File: src/rtl/wb_regfile_slave.sv
// Wishbone B4 pipelined register-file slave with byte lanes, optional wait states and abort.
// Define WBRF_ERR_EN to complete out-of-range accesses with err instead of ack.
module wb_regfile_slave #(
   parameter int unsigned ADDR_W      = 30,
   parameter int unsigned DATA_W      = 32,
   parameter int unsigned NREGS       = 16,
   parameter int unsigned LED_W       = 8,
   parameter int unsigned WAIT_CYCLES = 0
) (
   input  logic                  i_clk,
   input  logic                  i_rst_n,
   input  logic                  i_wb_cyc,
   input  logic                  i_wb_stb,
   input  logic                  i_wb_we,
   input  logic [ADDR_W-1:0]     i_wb_addr,
   input  logic [DATA_W-1:0]     i_wb_data,
   input  logic [DATA_W/8-1:0]   i_wb_sel,
   output logic                  o_wb_stall,
   output logic                  o_wb_ack,
   output logic                  o_wb_err,
   output logic [DATA_W-1:0]     o_wb_data,
   output logic [LED_W-1:0]      o_leds
);

   localparam int unsigned NLANES = DATA_W / 8;
   localparam int unsigned IDX_W  = (NREGS > 1) ? $clog2(NREGS) : 1;

`ifdef WBRF_ERR_EN
   localparam bit ErrEn = 1'b1;
`else
   localparam bit ErrEn = 1'b0;
`endif

   typedef enum logic [1:0] {StIdle, StWait, StResp} state_e;

   state_e            state_q, state_d;
   logic [3:0]        cnt_q, cnt_d;
   logic [DATA_W-1:0] regs_q [NREGS];
   logic              pend_rd_q, pend_err_q;
   logic [DATA_W-1:0] pend_data_q, dout_q;
   logic              accept, in_range, resp_live, rd_done;
   logic [IDX_W-1:0]  idx;

   assign o_wb_stall = (WAIT_CYCLES != 0) && (state_q != StIdle);
   assign accept     = i_wb_cyc & i_wb_stb & ~o_wb_stall;
   assign in_range   = (i_wb_addr < ADDR_W'(NREGS));
   assign idx        = i_wb_addr[IDX_W-1:0];

   // Responses are gated by cyc so an abort in the response cycle is silent.
   assign resp_live = (state_q == StResp) & i_wb_cyc;
   assign rd_done   = resp_live & pend_rd_q & ~pend_err_q;

   assign o_wb_ack  = resp_live & ~pend_err_q;
`ifdef WBRF_ERR_EN
   assign o_wb_err  = resp_live & pend_err_q;
`else
   assign o_wb_err  = 1'b0;
`endif
   assign o_wb_data = rd_done ? pend_data_q : dout_q;
   assign o_leds    = regs_q[0][LED_W-1:0];

   always_comb begin
      state_d = state_q;
      cnt_d   = cnt_q;
      unique case (state_q)
         StIdle: begin
            if (accept) begin
               if (WAIT_CYCLES == 0) begin
                  state_d = StResp;
               end else begin
                  state_d = StWait;
                  cnt_d   = 4'(WAIT_CYCLES - 1);
               end
            end
         end
         StWait: begin
            if (!i_wb_cyc) begin
               state_d = StIdle;
            end else if (cnt_q == 4'd0) begin
               state_d = StResp;
            end else begin
               cnt_d = cnt_q - 4'd1;
            end
         end
         // Only reachable with accept=1 when there are no wait states (pipelined acks).
         StResp:  state_d = accept ? StResp : StIdle;
         default: state_d = StIdle;
      endcase
   end

   always_ff @(posedge i_clk) begin
      if (!i_rst_n) begin
         state_q     <= StIdle;
         cnt_q       <= 4'd0;
         pend_rd_q   <= 1'b0;
         pend_err_q  <= 1'b0;
         pend_data_q <= '0;
         dout_q      <= '0;
      end else begin
         state_q <= state_d;
         cnt_q   <= cnt_d;
         if (accept) begin
            pend_rd_q   <= ~i_wb_we;
            pend_err_q  <= ErrEn & ~in_range;
            pend_data_q <= in_range ? regs_q[idx] : '0;
         end
         if (rd_done) begin
            dout_q <= pend_data_q;
         end
      end
   end

   always_ff @(posedge i_clk) begin
      if (!i_rst_n) begin
         for (int i = 0; i < int'(NREGS); i++) begin
            regs_q[i] <= '0;
         end
      end else if (accept && i_wb_we && in_range) begin
         for (int k = 0; k < int'(NLANES); k++) begin
            if (i_wb_sel[k]) begin
               regs_q[idx][8*k +: 8] <= i_wb_data[8*k +: 8];
            end
         end
      end
   end

endmodule

File: config.mk
export PLATFORM = sky130hd
export DESIGN_NAME = wb_regfile_slave
export DESIGN_NICKNAME = d
export VERILOG_FILES = /design/src/rtl/wb_regfile_slave.sv
export SDC_FILE = /design/constraint.sdc
export NUM_CORES = 1
export LEC_CHECK = 0
export ABC_AREA = 1
export BUFFER_PORTS_ARGS = -buffer_cell sky130_fd_sc_hd__buf_2
export CORE_AREA = 2 2 209 211
export CTS_CLUSTER_DIAMETER = 60
export DETAILED_ROUTE_END_ITERATION = 10
export DIE_AREA = 0 0 211 213
export PLACE_DENSITY = 0.86
export SYNTH_ARGS = -nofsm -noshare
export SYNTH_HDL_FRONTEND = slang
export SYNTH_SLANG_ARGS = --single-unit
export TNS_END_PERCENT = 100
File: constraint.sdc
create_clock -name i_clk -period 3.69 [get_ports i_clk]
set_input_delay 0.1845 -clock i_clk [delete_from_list [all_inputs] [get_ports i_clk]]
set_output_delay 0.1845 -clock i_clk [all_outputs]
set_load 0.02 [all_outputs]
==> impl_metrics.ini <==
[drt]
ant_nets = 0
drc = 0
routed_wl_um = 71720
first_pass_iters = 6
wl_per_cell_um = 18.50
vias_per_cell = 5.626
first_iter_violations = 2677
vias = 21810

[worst_setup_path]
rrSetupSlack_ps = 1670
cp_max_fo = 52
reg2regPathDepth = 8
r2r-start = state_q[1]
cp-endpoint = o_wb_data[7]
endpoint_kind = output port
startpoint = state_q[1]
worst-setup-path-type = flip-flop to output port
cp.required_ps = 3510
reg2reg_to = dout_q[0]
arrival_ps = 2680
start_kind = flip-flop

[global_route]
grt_usage = 0.3226
grt_pass1_vias = 20960
grt_pass1_wl_um = 109900
antenna_found_initial = 2
overflow = 0
grt_max_degree = 168

[synthesis]
synth_top_family_by_area = simple AND/OR/NAND/NOR gates
synth-simple-area-share = 0.2696
synth_area_mm2 = 0.02734
synth_xor_area_frac = 0
yosysSeqAreaShare = 0.6107
synth_seq_cells = 578
yosysUniqueCellTypes = 21
synthMuxAreaShare = 0
yosysWarningCount = 0
synth_adder_area_share = 0
syn-mean-instance-area_um2 = 8.420
synth_compound_area_frac = 0.03313
postSynthCellCount = 3247

[sta]
max_slew.worst_pin.slew_ps = 1285
holdWs_ps = 262.7
relSlewSlack = 0.1400
finalHoldViolations = 0
tns_ps = 0
drv_slew = 0
worst_clock_skew_ps = 15.33
fin_crit_ps = 2862
timing.final.crit_share = 0.7756
fmax_mhz = 349.4
setup_viol = 0
rsz0062_at_grt = no

[placement]
placedInstanceArea_mm2 = 0.02815
gp_congestion = 0.9284
io_buffers = 111
dp_hpwl_um = 45010
dpl.cell_count = 3768

[finish]
final_area_mm2 = 0.03002
antenna_cells = 0
drive_above_1_share = 0.08438
fill_cells = 3066
regArea_mm2 = 0.01670
multi_input_area_mm2 = 0.008295
fin_cells = 3876
fin_nets = 3355
syn2layout_area_growth_pct = 9.817

[clock_tree]
clk_pin_slew_ps = 70
cts_root_buf = clkbuf_16
cts-buffers-inserted = 57
clock_sinks = 578
cts_buffer_depth = 3
cts_tree = built
clock_latency_ps = 630
h-tree-depth = 2
cts_resized = 0

[run]
drv_cap = 0

[floorplan]
core_area_mm2 = 0.04270
die_width_um = 211
die_h_um = 213
rows = 76
start_util = 0.6403
dieArea_mm2 = 0.04494
io-pin-count = 114

[power]
power.density_mw_per_mm2 = 477.7
p_leak_uw = 0.01368
ir_drop_v = 0.0003435
total_power_uw = 14340

[hold_path]
hold_path.class = input pin to flip-flop

[status]
status = finished clean
==> cells in the final DEF (no fill, tap or decap), types with 28 or more instances in the layout <==
cell type	synthesis	final
nand3_1	31	31
buf_4	14	28
nand4_1	29	29
buf_2	9	109
o21ai_0	99	99
nor2_1	806	801
edfxtp_1	512	512
inv_1	444	442
a211oi_1	32	32
a21oi_1	34	34
clkbuf_16	0	60
nand2_1	973	973
dfxtp_1	66	66
or2_2	32	32
==> per-stage QoR <==
stage                       util  worst slack (ps)
after floorplan                -              1742
after global placement    0.6592             815.1
after detailed placement  0.6592             740.4
after CTS                 0.7032             820.9
after global routing      0.7032             662.2
final                     0.7032             828.1
==> worst min path at each step <==
stage                  startpoint            end  slack [ps]  cells past startpoint
floorplan                 i_wb_we      pend_rd_q         270                      1
global placement          i_wb_we      pend_rd_q         430                      2
detailed placement        i_wb_we      pend_rd_q         440                      2
CTS                  i_wb_data[7]   regs_q[2][7]         220                      3
global route         i_wb_data[7]   regs_q[5][7]         270                      3
finish              i_wb_data[23]  regs_q[3][23]         260                      3
==> kinds of logic after synthesis <==
kind of cell | count (synthesis)
simple gates | 1890
compound gates | 165
other cells | 1
flops | 578
buf+inv | 613
==> synthesized netlist by cell type <==
master    number  share of area
a211oi_1      32         0.0088
a21oi_1       34         0.0062
nand3_1       31         0.0057
nand2_1      973           0.13
conb_1         1        0.00014
nor2_4         5         0.0021
and2_0         1        0.00023
nand2_2       12         0.0027
or2_2         32         0.0073
buf_4         14         0.0038
edfxtp_1     512           0.56
nand3_4        1        0.00064
inv_2          4        0.00055
dfxtp_1       66          0.048
o21ai_0       99          0.018
nor2_1       806           0.11
inv_1        444          0.061
clkbuf_1     124          0.017
nand4_1       29         0.0066
buf_2          9         0.0016
buf_1         18         0.0025
==> where the power goes <==
part	internal, uW	leakage (uW)	switching, uW
combinational	256	0.00740	824
clock	3290	0.000887	2490
sequential	7390	0.00539	94.6
==> sequential cells by signal, summed over array words and instances (netlist names) <==
signal,cells
regs_q,512
dout_q,32
pend_data_q,32
pend_rd_q,1
state_q,1
==> per-layer routing <==
layer	up-vias	routed length (um)	global-route usage
li1	10110	-	-
met1	10020	25770	0.4106
met2	1404	33180	0.5213
met3	270	8981	0.06986
met4	4	3758	0.1739
met5	-	25	0
==> layout make-up <==
cell class	count	area share
timing repair buffer	142	0.02721
clock inverter	26	0.007168
multi-input combinational	2057	0.2763
sequential	578	0.5561
tap	546	0.02275
clock buffer	79	0.05438
inverter	448	0.05609
==> what timing repair did <==
action	CTS	global route
hold endpoints to repair	3	0
endpoints found under the setup margin	0	0
buffers inserted	0	0
hold buffers	3	0
==> critical path, cell delays in order (launching register included) <==
cell	delay, ps
dfxtp_1	310
nand2_1	40
inv_1	60
nand2_1	60
inv_2	510
buf_4	470
or2_2	180
inv_1	40
a21oi_1	160
buf_2	200
Power figures use the tool's default switching activity.
